File: src/rtl/demux_1x4_32bit_buf_if.sv
// rtl/demux_1x4_32bit_buf_if.sv - producer stream plus four buffered channel outputs of the 1x4 demux
interface demux_1x4_32bit_buf_if #(
    parameter int WIDTH = 32,
    parameter int CNT_W = 8
);
    logic [WIDTH-1:0] I;
    logic [1:0]       s;
    logic             in_valid;
    logic             in_ready;
    logic [WIDTH-1:0] Y0;
    logic [WIDTH-1:0] Y1;
    logic [WIDTH-1:0] Y2;
    logic [WIDTH-1:0] Y3;
    logic [3:0]       y_valid;
    logic [3:0]       y_ready;
    logic [CNT_W-1:0] xfer_count;

    // Producer and consumers live on the master side, the demux on the slave side.
    modport master (
        output I, s, in_valid, y_ready,
        input  in_ready, Y0, Y1, Y2, Y3, y_valid, xfer_count
    );

    modport slave (
        input  I, s, in_valid, y_ready,
        output in_ready, Y0, Y1, Y2, Y3, y_valid, xfer_count
    );
endinterface

File: src/rtl/demux_1x4_32bit_buf.sv
// rtl/demux_1x4_32bit_buf.sv - steers one word stream into four one-entry holding registers
module demux_1x4_32bit_buf #(
    parameter int WIDTH = 32,
    parameter int CNT_W = 8
) (
    input  logic                  clk,
    input  logic                  reset,
    demux_1x4_32bit_buf_if.slave  bus
);

    logic [WIDTH-1:0] y_q [4];
    logic [3:0]       v_q;
    logic [CNT_W-1:0] cnt_q;
    logic             ready_c;
    logic             accept;
    logic [3:0]       load;
    logic [3:0]       drain;

    // Selected channel can take a word if empty or being emptied this cycle.
    always_comb begin
        ready_c = ~v_q[bus.s] | bus.y_ready[bus.s];
        accept  = bus.in_valid & ready_c;
        load    = 4'b0000;
        if (accept) begin
            load[bus.s] = 1'b1;
        end
        drain = v_q & bus.y_ready;
    end

    always_ff @(posedge clk) begin
        if (reset) begin
            for (int i = 0; i < 4; i++) begin
                y_q[i] <= '0;
            end
            v_q   <= 4'b0000;
            cnt_q <= '0;
        end else begin
            // A load wins over a drain so the channel keeps streaming at full rate.
            for (int i = 0; i < 4; i++) begin
                if (load[i]) begin
                    y_q[i] <= bus.I;
                    v_q[i] <= 1'b1;
                end else if (drain[i]) begin
                    v_q[i] <= 1'b0;
                end
            end
            cnt_q <= cnt_q + CNT_W'(accept);
        end
    end

    assign bus.in_ready   = ready_c;
    assign bus.Y0         = y_q[0];
    assign bus.Y1         = y_q[1];
    assign bus.Y2         = y_q[2];
    assign bus.Y3         = y_q[3];
    assign bus.y_valid    = v_q;
    assign bus.xfer_count = cnt_q;

endmodule

File: src/flat_wrapper.sv
// flat-port wrapper written by rule: the top's interface ports become plain ports
module demux_1x4_32bit_buf_flat 
#(
    parameter int WIDTH = 32,
    parameter int CNT_W = 8
)
  (clk, reset, bus_I, bus_s, bus_in_valid, bus_y_ready, bus_in_ready, bus_Y0, bus_Y1, bus_Y2, bus_Y3, bus_y_valid, bus_xfer_count);
  demux_1x4_32bit_buf_if #(.WIDTH(WIDTH), .CNT_W(CNT_W)) bus_i ();
  input  logic clk;
  input  logic reset;
  input wire logic [$bits(bus_i.I)-1:0] bus_I;
  input wire logic [$bits(bus_i.s)-1:0] bus_s;
  input wire logic [$bits(bus_i.in_valid)-1:0] bus_in_valid;
  input wire logic [$bits(bus_i.y_ready)-1:0] bus_y_ready;
  output wire logic [$bits(bus_i.in_ready)-1:0] bus_in_ready;
  output wire logic [$bits(bus_i.Y0)-1:0] bus_Y0;
  output wire logic [$bits(bus_i.Y1)-1:0] bus_Y1;
  output wire logic [$bits(bus_i.Y2)-1:0] bus_Y2;
  output wire logic [$bits(bus_i.Y3)-1:0] bus_Y3;
  output wire logic [$bits(bus_i.y_valid)-1:0] bus_y_valid;
  output wire logic [$bits(bus_i.xfer_count)-1:0] bus_xfer_count;
  assign bus_i.I = bus_I;
  assign bus_i.s = bus_s;
  assign bus_i.in_valid = bus_in_valid;
  assign bus_i.y_ready = bus_y_ready;
  assign bus_in_ready = bus_i.in_ready;
  assign bus_Y0 = bus_i.Y0;
  assign bus_Y1 = bus_i.Y1;
  assign bus_Y2 = bus_i.Y2;
  assign bus_Y3 = bus_i.Y3;
  assign bus_y_valid = bus_i.y_valid;
  assign bus_xfer_count = bus_i.xfer_count;
  demux_1x4_32bit_buf #(.WIDTH(WIDTH), .CNT_W(CNT_W)) u_core (.clk(clk), .reset(reset), .bus(bus_i));
endmodule
File: config.mk
export PLATFORM = sky130hd
export DESIGN_NAME = demux_1x4_32bit_buf_flat
export DESIGN_NICKNAME = d
export VERILOG_FILES = /design/src/rtl/demux_1x4_32bit_buf_if.sv /design/src/rtl/demux_1x4_32bit_buf.sv /design/src/flat_wrapper.sv
export SDC_FILE = /design/constraint.sdc
export NUM_CORES = 1
export LEC_CHECK = 0
export ABC_AREA = 1
export BUFFER_PORTS_ARGS = -buffer_cell sky130_fd_sc_hd__buf_2
export CAP_MARGIN = 5
export CORE_MARGIN = 1
export CORE_UTILIZATION = 35
export DETAILED_ROUTE_END_ITERATION = 8
export PLACE_DENSITY_LB_ADDON = 0.1
export RECOVER_POWER = 50
export SYNTH_ARGS = -nofsm -noshare
export SYNTH_HDL_FRONTEND = slang
export SYNTH_SLANG_ARGS = --single-unit
File: constraint.sdc
create_clock -name clk -period 6.7 [get_ports clk]
set_input_delay 1.34 -clock clk [delete_from_list [all_inputs] [get_ports clk]]
set_output_delay 1.34 -clock clk [all_outputs]
set_load 0.02 [all_outputs]
==> metrics list <==
- Outcome: complete, but fails checks
- Violations in the final reports: design-rule violations, max-capacitance violations, max-slew violations
- The routed design uses 6327 µm of met2 wire.
- Each instance of the synthesized netlist takes up on average 13.61 µm².
* Later-pin clock latency in the skew report: 0.41 ns
- Final WL: between 10,000 and 15,000 µm
- Element type at the critical path end: flip-flop
- The number of max-slew violations in the final report is 136.
* Number of non-filler instances in the completed layout: roughly 770
* CP Data Required Time: around 6.9 ns
* Final nets: 619
* Post_cts resized: 0
* Most common library cell in the layout ignoring fill and taps: sky130_fd_sc_hd__clkbuf_1
- Global-route wire length before repair: 19,200 µm
- For this run, the number of Yosys warnings is 0.
- STA classifies the critical path startpoint as an input pin.
- For this run, the top clock speed supported by timing is 255.5 MHz.
- Post-CTS Setup Repair Bufs: 0
* Maximum buffer depth of the clock tree: 2
- Before antenna repair, the detailed router went through 6 iterations.
- Initial cell density of the core: ~36%
- Count of standard-cell rows: between 40 and 50
- Global routing used 16.74% of the available tracks.
- Horizontal die dimension: ~130 µm
- Wire segments on met3 add up to 760 µm in the final route.
* Crit-path cells: clkbuf_1 -> inv_1 -> nand2_1 -> nand2_1 -> nand2_1 -> nand2_1 -> nand2_8 -> nand4_1 -> nor2_1
- Dividing the detail-routed wire length by the instance count gives between 15 and 20 µm.
- Of all nets on the critical path, the largest fanout is 33.
- Between clock sinks in the finished design, the worst skew comes to roughly 0.0078 ns.
- Distinct cell type count after synthesis: 23
- After Yosys synthesis, full adders, half adders and majority gates account for less than 1% of the synthesized area.
- By area, the combinational part of the netlist is dominated by simple AND/OR/NAND/NOR gates.
- Counting stages on the worst path, the most repeated cell is sky130_fd_sc_hd__nand2_1.
- Post-route minimum period: roughly 4 ns
- XOR/XNOR Fraction of Synth Area: less than 1%
* Vias after detailed routing: around 3,500
- Net count after synthesis: about 430
- Clock transition at the registers of the reported paths: ~0.05 ns
* H-tree levels: 4
- For this design, the sink count on the clock tree is 140.
- Slew at the pin closest to its max-slew limit: 1.816 ns
- After detailed routing, the wire length on met1 is roughly 5300 µm.
* Hold path startpoint: u_core.bus.y_valid[0]
- Sequential cell area fraction in the yosys report: between 70% and 80%
* Signed area change from the synthesized netlist to the final layout: 24.68%
- Number of cells on the worst hold path: 2
- Worst voltage drop across the vdd grid: between 0.0001 and 0.00015 V
- Pin placement for this block handled roughly 180 I/O pins.
- Die Area: 0.01566 mm²
- TritonCTS buffer count: 17
* Synthesized cell area: between 0.005 and 0.006 mm²
* Hold crit path type: flip-flop to flip-flop
- First DRT Iteration DRCs: 301
- The tree is rooted in a sky130_fd_sc_hd__clkbuf_16.
- Once placement completed, the tool counted placed cells totaling about 740.
- Endpoint with the worst hold slack: u_core.bus.y_valid[0]
- For the worst setup path, the data arrival time is 4.12 ns.
- Entering global routing, the biggest net connects 34 pins.
* Cell area power density: between 300 and 400 mW/mm²
* Final weighted congestion in routability-driven placement: approximately 0.80
- Of the total synthesized cell area, the portion taken by AND, OR, NAND and NOR gates is 15.94%.
- Setup violations remaining at the end of the flow were counted as 0.
- Hold repair after CTS inserted 0 buffers.
- Worst slew margin: -21.41%
* CTS tree: yes
- The die is ~130 µm tall.
- The critical path is of the input pin to flip-flop type.
- In this run the remaining antenna-violating nets after routing total 0.
- The post-route netlist has a little over an eighth of its cells at a drive strength greater than 1.
* Largest stage delay, worst path: between 1 and 1.5 ns
- Summed over all cells, the static leakage comes to around 2.7 nW.
* Cell with the biggest individual delay on the critical path: sky130_fd_sc_hd__nand4_1
* Reg2reg start: u_core.bus.y_valid[3]
* DRC violation count after routing: 20
* Worst reg2reg endpoint: u_core.y_q[2][15]
* Max capacitance violation total: 4
- Instance area at placement: approximately 0.0063 mm²
- Area fraction in compound gates after synthesis: less than 1%
- Depth of the worst register-to-register path: 7
- The via count of the first global-routing pass came to roughly 3,500.
- Setup TNS Final: 0 ns
* Number of buffers inserted by port buffering: about 180
- Final Cycle Share: a little under 60%
* Total count of hold-check failures in the final report: 0
- Total overflow reported by the global router: 0
- Setup repair after global routing missed its margin: no
- Number of fillers in the final layout: between 1,000 and 1,500
- Total inserted antenna cells: 0
- The number of antenna violations at the first check in global routing came to 0.
- Flop-to-flop setup slack: a little under 4 ns
- Dividing the detail-routed via count by the number of cells gives 4.497.
- Placeable Area: 0.01464 mm²
- Routed signal wires occupy layers up through met4.
- After routing the design area is about 0.0066 mm².
* Synth Instances: about 400
* Leading cell types in the layout, fill and taps excluded: 144 x sky130_fd_sc_hd__clkbuf_1, 135 x sky130_fd_sc_hd__nor2_1, 128 x sky130_fd_sc_hd__edfxtp_1
* Half-perimeter wire length after placement: between 7000 and 8000 µm
- Counting flops and latches in the post-synthesis netlist gives 140.
- In the synthesized netlist, mux cells make up 0% of the area.
[report_power, final]
part | total (mW) | internal, mW | switching (mW)
clock | 0.909 | 0.575 | 0.334
sequential | 1.01 | 0.997 | 0.0135
combinational | 0.158 | 0.0342 | 0.124
total | 2.08 | 1.61 | 0.472
[stage by stage]
stage | hold slack (ns) | setup slack (ns) | util (%) | power [mW]
2_1_floorplan | 0.5563 | 3.460 | - | 1.131
3_3_place_gp | 0.4961 | 3.193 | 43.05 | 1.199
3_5_place_dp | 0.4791 | 3.129 | 43.05 | 1.202
4_1_cts | 0.4928 | 3.128 | 46.88 | 2.111
5_1_grt | 0.5370 | 2.414 | 45.19 | 2.149
6_report | 0.4917 | 2.786 | 45.19 | 2.078
[per-layer routing]
layer	vias to the layer above	track usage [%]
met5	-	0
met4	0	7.532
met3	20	5.477
met2	102	28.13
met1	1683	19.55
li1	1662	-
[how the worst max path moves through the flow]
stage,start,end,slack [ns],depth (start not counted)
final,bus_s[0],u_core.y_q[2][15],2.79,9
after global routing,bus_s[0],u_core.y_q[1][18],2.41,9
after CTS,bus_s[0],bus_in_ready,3.13,7
after detailed placement,bus_s[0],bus_in_ready,3.13,7
after global placement,bus_s[0],bus_in_ready,3.19,7
after floorplan,bus_s[0],bus_in_ready,3.46,6
[cell usage after synthesis]
cell / number / area (µm²)
sky130_fd_sc_hd__nand2_1: 26 / 97.59
sky130_fd_sc_hd__nor2_4: 2 / 22.52
sky130_fd_sc_hd__ha_1: 2 / 25.02
sky130_fd_sc_hd__nand2_2: 2 / 12.51
sky130_fd_sc_hd__inv_1: 38 / 142.6
sky130_fd_sc_hd__nand2_4: 1 / 11.26
sky130_fd_sc_hd__nor3_1: 2 / 10.01
sky130_fd_sc_hd__a21boi_2: 1 / 11.26
sky130_fd_sc_hd__o21ai_0: 1 / 5.000
sky130_fd_sc_hd__buf_6: 13 / 146.4
sky130_fd_sc_hd__nand2_8: 1 / 20.02
sky130_fd_sc_hd__nand3_1: 5 / 25.02
sky130_fd_sc_hd__nor2_1: 135 / 506.7
sky130_fd_sc_hd__nor2_2: 3 / 18.77
sky130_fd_sc_hd__nand3b_1: 4 / 30.03
sky130_fd_sc_hd__inv_2: 3 / 11.26
sky130_fd_sc_hd__edfxtp_1: 128 / 3844
sky130_fd_sc_hd__dfxtp_1: 12 / 240.2
sky130_fd_sc_hd__xor2_1: 2 / 17.52
sky130_fd_sc_hd__clkbuf_1: 1 / 3.750
sky130_fd_sc_hd__nand4_4: 4 / 85.08
sky130_fd_sc_hd__a21oi_1: 3 / 15.01
sky130_fd_sc_hd__nand4_1: 1 / 6.260
[critical path, delay by kind of cell]
kind | cells | cell delay, ns
buffers and inverters | 2 | 0.47
and+or+nand+nor | 7 | 2.29
[logic make-up (layout without fill, tap and decap cells)]
family                     count (synthesis)  after routing
and+or+nand+nor                          186            186
DFF                                      140            140
xor gates and xnor gates                   2              2
buffers and inverters                     55            252
adders and majority gates                  2              2
AOI/OAI and AO/OA                          5              5
[registers in the layout, indices dropped and copies added, names as in the netlist]
signal and flops:
u_core.bus.xfer_count 8, u_core.bus.y_valid 4, u_core.y_q 128
[layout make-up]
type	count	area [µm²]	share of cell area (%)
well taps	184	230.2	3.479
repair buffers	181	729.5	11.02
inverters	41	153.9	2.326
flip-flops and latches	140	4084	61.71
multi-input cells	195	858.3	12.97
clock buffers	20	436.7	6.599
clock inverters	10	125.1	1.891
No activity file was read; power rests on OpenSTA's default activity.
